[config.mk]
export PLATFORM = sky130hd
export DESIGN_NAME = cmd_led_controller
export DESIGN_NICKNAME = d
export VERILOG_FILES = /design/src/rtl/cmd_led_controller.sv
export SDC_FILE = /design/constraint.sdc
export NUM_CORES = 1
export LEC_CHECK = 0
export ABC_AREA = 1
export CORE_ASPECT_RATIO = 1.25
export CORE_UTILIZATION = 25
export CTS_CLUSTER_SIZE = 14
export DETAILED_ROUTE_END_ITERATION = 12
export GPL_TIMING_DRIVEN = 1
export PLACE_DENSITY = 0.52
export SKIP_CTS_REPAIR_TIMING = 1
export SLEW_MARGIN = 25
export SYNTH_ARGS = -nofsm -noshare
export SYNTH_HDL_FRONTEND = slang
export SYNTH_SLANG_ARGS = --single-unit
export TNS_END_PERCENT = 1
[constraint.sdc]
create_clock -name clock -period 2.3 [get_ports clock]
set_clock_uncertainty 0.15 [all_clocks]
set_input_delay 0.46 -clock clock [delete_from_list [all_inputs] [get_ports clock]]
set_output_delay 0.46 -clock clock [all_outputs]
set_load 0.005 [all_outputs]
[src/rtl/cmd_led_controller.sv]
// LED command executor with a valid/ready status/read-back byte stream,
// a blink engine and pulse-stretched UART activity LEDs.
module cmd_led_controller #(
   parameter int unsigned NUM_LEDS       = 8,
   parameter int unsigned CMD_WIDTH      = 32,
   parameter int unsigned STRETCH_CYCLES = 1_000_000,
   parameter int unsigned BLINK_DIV      = 25_000_000
) (
   input  logic                 clock,
   input  logic                 reset,
   input  logic                 cmd_valid,
   input  logic [7:0]           opcode,
   input  logic [CMD_WIDTH-1:0] command,
   input  logic                 rx_line,
   input  logic                 tx_line,
   input  logic                 tx_ready,
   output logic                 tx_valid,
   output logic [7:0]           tx_byte,
   output logic [NUM_LEDS-1:0]  led,
   output logic                 led_rx,
   output logic                 led_tx,
   output logic                 cmd_seen,
   output logic                 overrun,
   output logic                 busy
);

   localparam int unsigned NB   = (NUM_LEDS + 7) / 8;
   localparam int unsigned IDXW = (NB > 1) ? $clog2(NB) : 1;
   localparam int unsigned PW   = $clog2(BLINK_DIV);
   localparam int unsigned SW   = $clog2(STRETCH_CYCLES + 1);

   localparam logic [7:0] OP_PING  = 8'h00;
   localparam logic [7:0] OP_SET   = 8'h08;
   localparam logic [7:0] OP_OR    = 8'h09;
   localparam logic [7:0] OP_CLR   = 8'h0A;
   localparam logic [7:0] OP_TGL   = 8'h0B;
   localparam logic [7:0] OP_BLINK = 8'h0C;
   localparam logic [7:0] OP_READ  = 8'h0D;

   typedef enum logic [1:0] {IDLE, SEND_STATUS, SEND_DATA} state_t;

   state_t              state_q, state_d;
   logic [IDXW-1:0]     idx_q, idx_d;
   logic [NB*8-1:0]     snap_q, snap_d;
   logic                nack_q, nack_d;
   logic                read_q, read_d;
   logic [NUM_LEDS-1:0] led_reg_q, led_reg_d;
   logic [NUM_LEDS-1:0] blink_mask_q, blink_mask_d;
   logic                phase_q, phase_d;
   logic [PW-1:0]       presc_q, presc_d;
   logic                cmd_seen_q, cmd_seen_d;
   logic                overrun_q, overrun_d;
   logic [NUM_LEDS-1:0] led_q;
   logic                rx_s1_q, rx_s2_q, tx_s_q;
   logic [SW-1:0]       rx_cnt_q, rx_cnt_d, tx_cnt_q, tx_cnt_d;
   logic                led_rx_q, led_tx_q;
   logic [NUM_LEDS-1:0] m;
   logic [NB*8-1:0]     snap_shift;

   assign m = command[NUM_LEDS-1:0];

   if (CMD_WIDTH > NUM_LEDS) begin : g_unused
      logic unused_cmd_bits;
      assign unused_cmd_bits = ^command[CMD_WIDTH-1:NUM_LEDS];
   end

   always_comb begin
      state_d      = state_q;
      idx_d        = idx_q;
      snap_d       = snap_q;
      nack_d       = nack_q;
      read_d       = read_q;
      led_reg_d    = led_reg_q;
      blink_mask_d = blink_mask_q;
      cmd_seen_d   = cmd_seen_q;
      overrun_d    = overrun_q;
      phase_d      = phase_q;
      presc_d      = presc_q + 1'b1;
      if (presc_q == PW'(BLINK_DIV - 1)) begin
         presc_d = '0;
         phase_d = ~phase_q;
      end

      // A command arriving while a response is outstanding is dropped outright.
      if (cmd_valid && state_q != IDLE) overrun_d = 1'b1;

      unique case (state_q)
         IDLE: begin
            if (cmd_valid) begin
               state_d    = SEND_STATUS;
               cmd_seen_d = 1'b1;
               nack_d     = 1'b0;
               read_d     = 1'b0;
               idx_d      = '0;
               snap_d     = (NB*8)'(led_reg_q);
               case (opcode)
                  OP_PING:  overrun_d = 1'b0;
                  OP_SET:   led_reg_d = m;
                  OP_OR:    led_reg_d = led_reg_q | m;
                  OP_CLR:   led_reg_d = led_reg_q & ~m;
                  OP_TGL:   led_reg_d = led_reg_q ^ m;
                  OP_BLINK: begin
                     blink_mask_d = m;
                     phase_d      = 1'b0;
                     presc_d      = '0;
                  end
                  OP_READ:  read_d = 1'b1;
                  default:  nack_d = 1'b1;
               endcase
            end
         end
         SEND_STATUS: begin
            if (tx_ready) state_d = read_q ? SEND_DATA : IDLE;
         end
         SEND_DATA: begin
            if (tx_ready) begin
               if (idx_q == IDXW'(NB - 1)) state_d = IDLE;
               else                        idx_d   = idx_q + 1'b1;
            end
         end
         default: state_d = IDLE;
      endcase
   end

   always_comb begin
      rx_cnt_d = (rx_cnt_q != '0) ? rx_cnt_q - 1'b1 : '0;
      if (!rx_s2_q) rx_cnt_d = SW'(STRETCH_CYCLES);
      tx_cnt_d = (tx_cnt_q != '0) ? tx_cnt_q - 1'b1 : '0;
      if (!tx_s_q) tx_cnt_d = SW'(STRETCH_CYCLES);
   end

   always_ff @(posedge clock) begin
      if (reset) begin
         state_q      <= IDLE;
         idx_q        <= '0;
         snap_q       <= '0;
         nack_q       <= 1'b0;
         read_q       <= 1'b0;
         led_reg_q    <= '0;
         blink_mask_q <= '0;
         phase_q      <= 1'b0;
         presc_q      <= '0;
         cmd_seen_q   <= 1'b0;
         overrun_q    <= 1'b0;
         led_q        <= '0;
         // Synchronisers reset to the idle-high line level so reset itself
         // does not look like activity.
         rx_s1_q      <= 1'b1;
         rx_s2_q      <= 1'b1;
         tx_s_q       <= 1'b1;
         rx_cnt_q     <= '0;
         tx_cnt_q     <= '0;
         led_rx_q     <= 1'b0;
         led_tx_q     <= 1'b0;
      end else begin
         state_q      <= state_d;
         idx_q        <= idx_d;
         snap_q       <= snap_d;
         nack_q       <= nack_d;
         read_q       <= read_d;
         led_reg_q    <= led_reg_d;
         blink_mask_q <= blink_mask_d;
         phase_q      <= phase_d;
         presc_q      <= presc_d;
         cmd_seen_q   <= cmd_seen_d;
         overrun_q    <= overrun_d;
         led_q        <= led_reg_q ^ (blink_mask_q & {NUM_LEDS{phase_q}});
         rx_s1_q      <= rx_line;
         rx_s2_q      <= rx_s1_q;
         tx_s_q       <= tx_line;
         rx_cnt_q     <= rx_cnt_d;
         tx_cnt_q     <= tx_cnt_d;
         led_rx_q     <= (rx_cnt_q != '0);
         led_tx_q     <= (tx_cnt_q != '0);
      end
   end

   assign snap_shift = snap_q >> {idx_q, 3'b000};

   always_comb begin
      tx_byte = '0;
      unique case (state_q)
         SEND_STATUS: tx_byte = nack_q ? 8'hEE : 8'hA5;
         SEND_DATA:   tx_byte = snap_shift[7:0];
         default:     tx_byte = '0;
      endcase
   end

   assign tx_valid = (state_q != IDLE);
   assign busy     = (state_q != IDLE);
   assign led      = led_q;
   assign led_rx   = led_rx_q;
   assign led_tx   = led_tx_q;
   assign cmd_seen = cmd_seen_q;
   assign overrun  = overrun_q;

endmodule

==> impl_metrics.py <==
metrics = {
    "die": {
        "core_area_um2": 22300,
        "die_area_um2": 23400,
        "die_w_um": 137,
        "ios": 68,
        "rows": 61,
        "die_h_um": 171,
        "initial_utilization_pct": 25.6,
    },
    "layout": {
        "fin_nets": 939,
        "final_cells": 1157,
        "drive_above_1_share_pct": 9.50,
        "postLayoutCellArea_um2": 6810,
        "syn2layout_area_growth_pct": 19.3,
        "n_antenna_cell": 0,
        "fin_util_pct": 30.5,
    },
    "grt": {
        "grt_max_degree": 22,
        "antenna_found_initial": 0,
        "grt_pass1_wl_mm": 22.2,
        "track_usage_pct": 12.1,
        "grt_overflow": 0,
        "grt_pass1_vias": 4771,
    },
    "drt": {
        "dr.pass1.iters": 4,
        "drc_errors": 0,
        "ant_nets": 0,
        "drt_iter0_markers": 237,
        "routed_via_density": 4.29,
        "routedWlPerCell_um": 11.5,
        "route.vias.total": 4958,
        "wl_mm": 13.3,
    },
    "sta": {
        "whs_ps": 261,
        "setup_viol": 0,
        "rsz0062_at_grt": "yes",
        "slew_violations": 0,
        "worstMarginPinSlew_ps": 627,
        "fin_crit_sh_pct": 99.7,
        "max_freq_ghz": 0.436,
        "period_minus_slack_ps": 2290,
        "slew_headroom_pct": 58.2,
        "hold_viol": 0,
    },
    "clocking": {
        "clk_latency_ps": 360,
        "h-tree-depth": 3,
        "cts_root_buf": "clkbuf_16",
        "path_clk_slew_ps": 80,
        "cts_tree": "built",
        "numClockSinks": 109,
        "numCtsBuffers": 9,
        "clock_path_buffers": 2,
    },
    "flow_run": {
        "cap_violations": 0,
    },
    "synth": {
        "synth_nets": 888,
        "synth_ff_type": "dfxtp_1",
        "syn_avg_cell_area_um2": 6.96,
        "synthCells": 820,
        "ys_seq_area_share_pct": 38.2,
        "synth-compound-area-share_pct": 10.2,
        "ys_ff_latch": 109,
        "synth_cell_types": 39,
        "synth_xor_xnor_area_share_pct": 3.38,
        "synth-edff-count": 0,
        "synth_simple_gate_area_share_pct": 34.9,
        "synth_mux_area_share_pct": 0,
        "async_flop_share_pct": 0,
        "synth_top_family_by_area": "simple AND/OR/NAND/NOR gates",
        "syn_area_um2": 5710,
        "synth_adder_area_share_pct": 4.82,
        "synth_warnings": 0,
    },
    "power_and_ir_drop": {
        "power_uw": 5920,
        "p_leak_uw": 0.00295,
        "ir_worst_vdd_mv": 0.497,
        "powerDensity_nw_per_um2": 870,
    },
    "placed_design": {
        "numPortBuffers": 43,
        "dp_cells": 1143,
        "gp_congestion": 0.774,
        "dpl_cell_area_um2": 6490,
        "hpwlAfterDp_mm": 9.98,
    },
    "setup_path": {
        "cp.required_ps": 1690,
        "cp_slowest_cell": "clkdlybuf4s50_1",
        "worstSetupPathType": "flip-flop to output port",
        "cp-end-kind": "output port",
        "path_common_cell": "inv_1",
        "crit_fanout": 7,
        "path_cells": "inv_1, ha_2, nand2_1, inv_1, clkdlybuf4s50_1",
        "critPathBufInv": 3,
        "startpoint_type": "flip-flop",
        "cp_top_family": "buffers and inverters",
        "critPathArrivalTime_ps": 1680,
        "slowest_delay_ps": 490,
    },
    "hold_path": {
        "min-delay-path-class": "flip-flop to flip-flop",
    },
    "run_status": {
        "outcome": "completed",
    },
}
==> through the flow <==
step                setup TNS, ps  worst slack, ps
global placement             -475            -49.6
global route                -54.6            -54.6
CTS                         -1820             -276
floorplan                       0              657
detailed placement           -490            -53.1
finish                          0             6.34
==> routing by layer <==
layer	vias up	routed length, um	global-route usage (%)
li1	2717	-	-
met1	2187	6460	14.9
met2	42	6360	20.7
met3	12	239	1.60
met4	0	219	5.30
met5	-	0	0
==> path summary, 6_finish.rpt <==
check	cells after the start	end	from	slack, ps
setup / recovery	5	tx_byte[4]	state_q[0]	6
hold / removal	1	rx_cnt_q[0]	rx_cnt_q[0]	260
setup reg to reg	9	presc_q[18]	state_q[0]	320
hold reg to reg	1	rx_cnt_q[0]	rx_cnt_q[0]	260
==> area by class of cell <==
type                            count  area [um2]
Inverter                           97         367
Fill cell                        2441       15500
Clock buffer                        9         225
Clock inverter                      5        38.8
Tap cell                          283         354
Timing Repair Buffer               59         568
Multi-Input combinational cell    595        3070
Sequential cell                   109        2190
==> cells in the mapped netlist (2+ instances only) <==
master | number | share of area [%]
nand2_1 | 170 | 11
clkbuf_1 | 8 | 0.53
o21ai_0 | 40 | 3.5
nand3_2 | 4 | 0.70
nor3_1 | 23 | 2.0
nor3_2 | 3 | 0.53
nand4_1 | 13 | 1.4
nor2_1 | 136 | 8.9
a21oi_1 | 60 | 5.3
o21ai_1 | 6 | 0.53
xor2_1 | 15 | 2.3
nand3b_1 | 9 | 1.2
buf_6 | 5 | 0.99
buf_2 | 4 | 0.35
o21ai_2 | 2 | 0.31
nor2_2 | 9 | 0.99
ha_1 | 22 | 4.8
or2_2 | 5 | 0.55
inv_1 | 91 | 6.0
inv_2 | 5 | 0.33
xnor2_1 | 7 | 1.1
nor3_4 | 2 | 0.57
o22ai_1 | 2 | 0.22
nand2_2 | 6 | 0.66
dfxtp_1 | 109 | 38
nand3_1 | 47 | 4.1
nor2_4 | 5 | 0.99
==> cells in the final DEF, fill, tap and decap left out, drive strengths merged <==
cell	Yosys	final
a211oi	1	1
a21oi	60	60
a31oi	1	1
and2	2	2
and3	1	1
buf	11	16
clkbuf	8	9
clkdlybuf4s50	0	36
clkinv	0	3
clkinvlp	0	1
dfxtp	109	109
dlymetal6s2s	0	7
ha	22	22
inv	97	98
nand2	177	177
nand3	51	51
nand3b	9	9
nand4	13	13
nor2	151	151
nor3	28	28
o211ai	1	1
o21ai	48	48
o22ai	2	2
or2	6	6
xnor2	7	7
xor2	15	15
==> flip-flops by register name (all words and copies together), names as in the netlist <==
register,cells
presc_q,25
rx_cnt_q,20
tx_cnt_q,20
blink_mask_q,8
led,8
led_reg_q,8
snap_q,8
state_q,2
cmd_seen,1
led_rx,1
led_tx,1
nack_q,1
overrun,1
phase_q,1
read_q,1
rx_s1_q,1
rx_s2_q,1
tx_s_q,1
==> cell families (layout without fill, tap and decap cells) <==
kind of cell    Yosys count  count (layout)
flops                   109             109
buf+inv                 116             170
simple gates            438             438
compound gates          113             113
xor+xnor                 22              22
fa+ha+maj                22              22
==> where the power goes <==
part           internal (uW)  leakage, uW  switching, uW  total, uW
Sequential              2180     0.000891            230       2410
Clock                    730     0.000128            743       1470
Combinational            788      0.00193           1250       2040
Total                   3690      0.00295           2230       5920
Note: power is estimated with default switching activity, not from simulation.
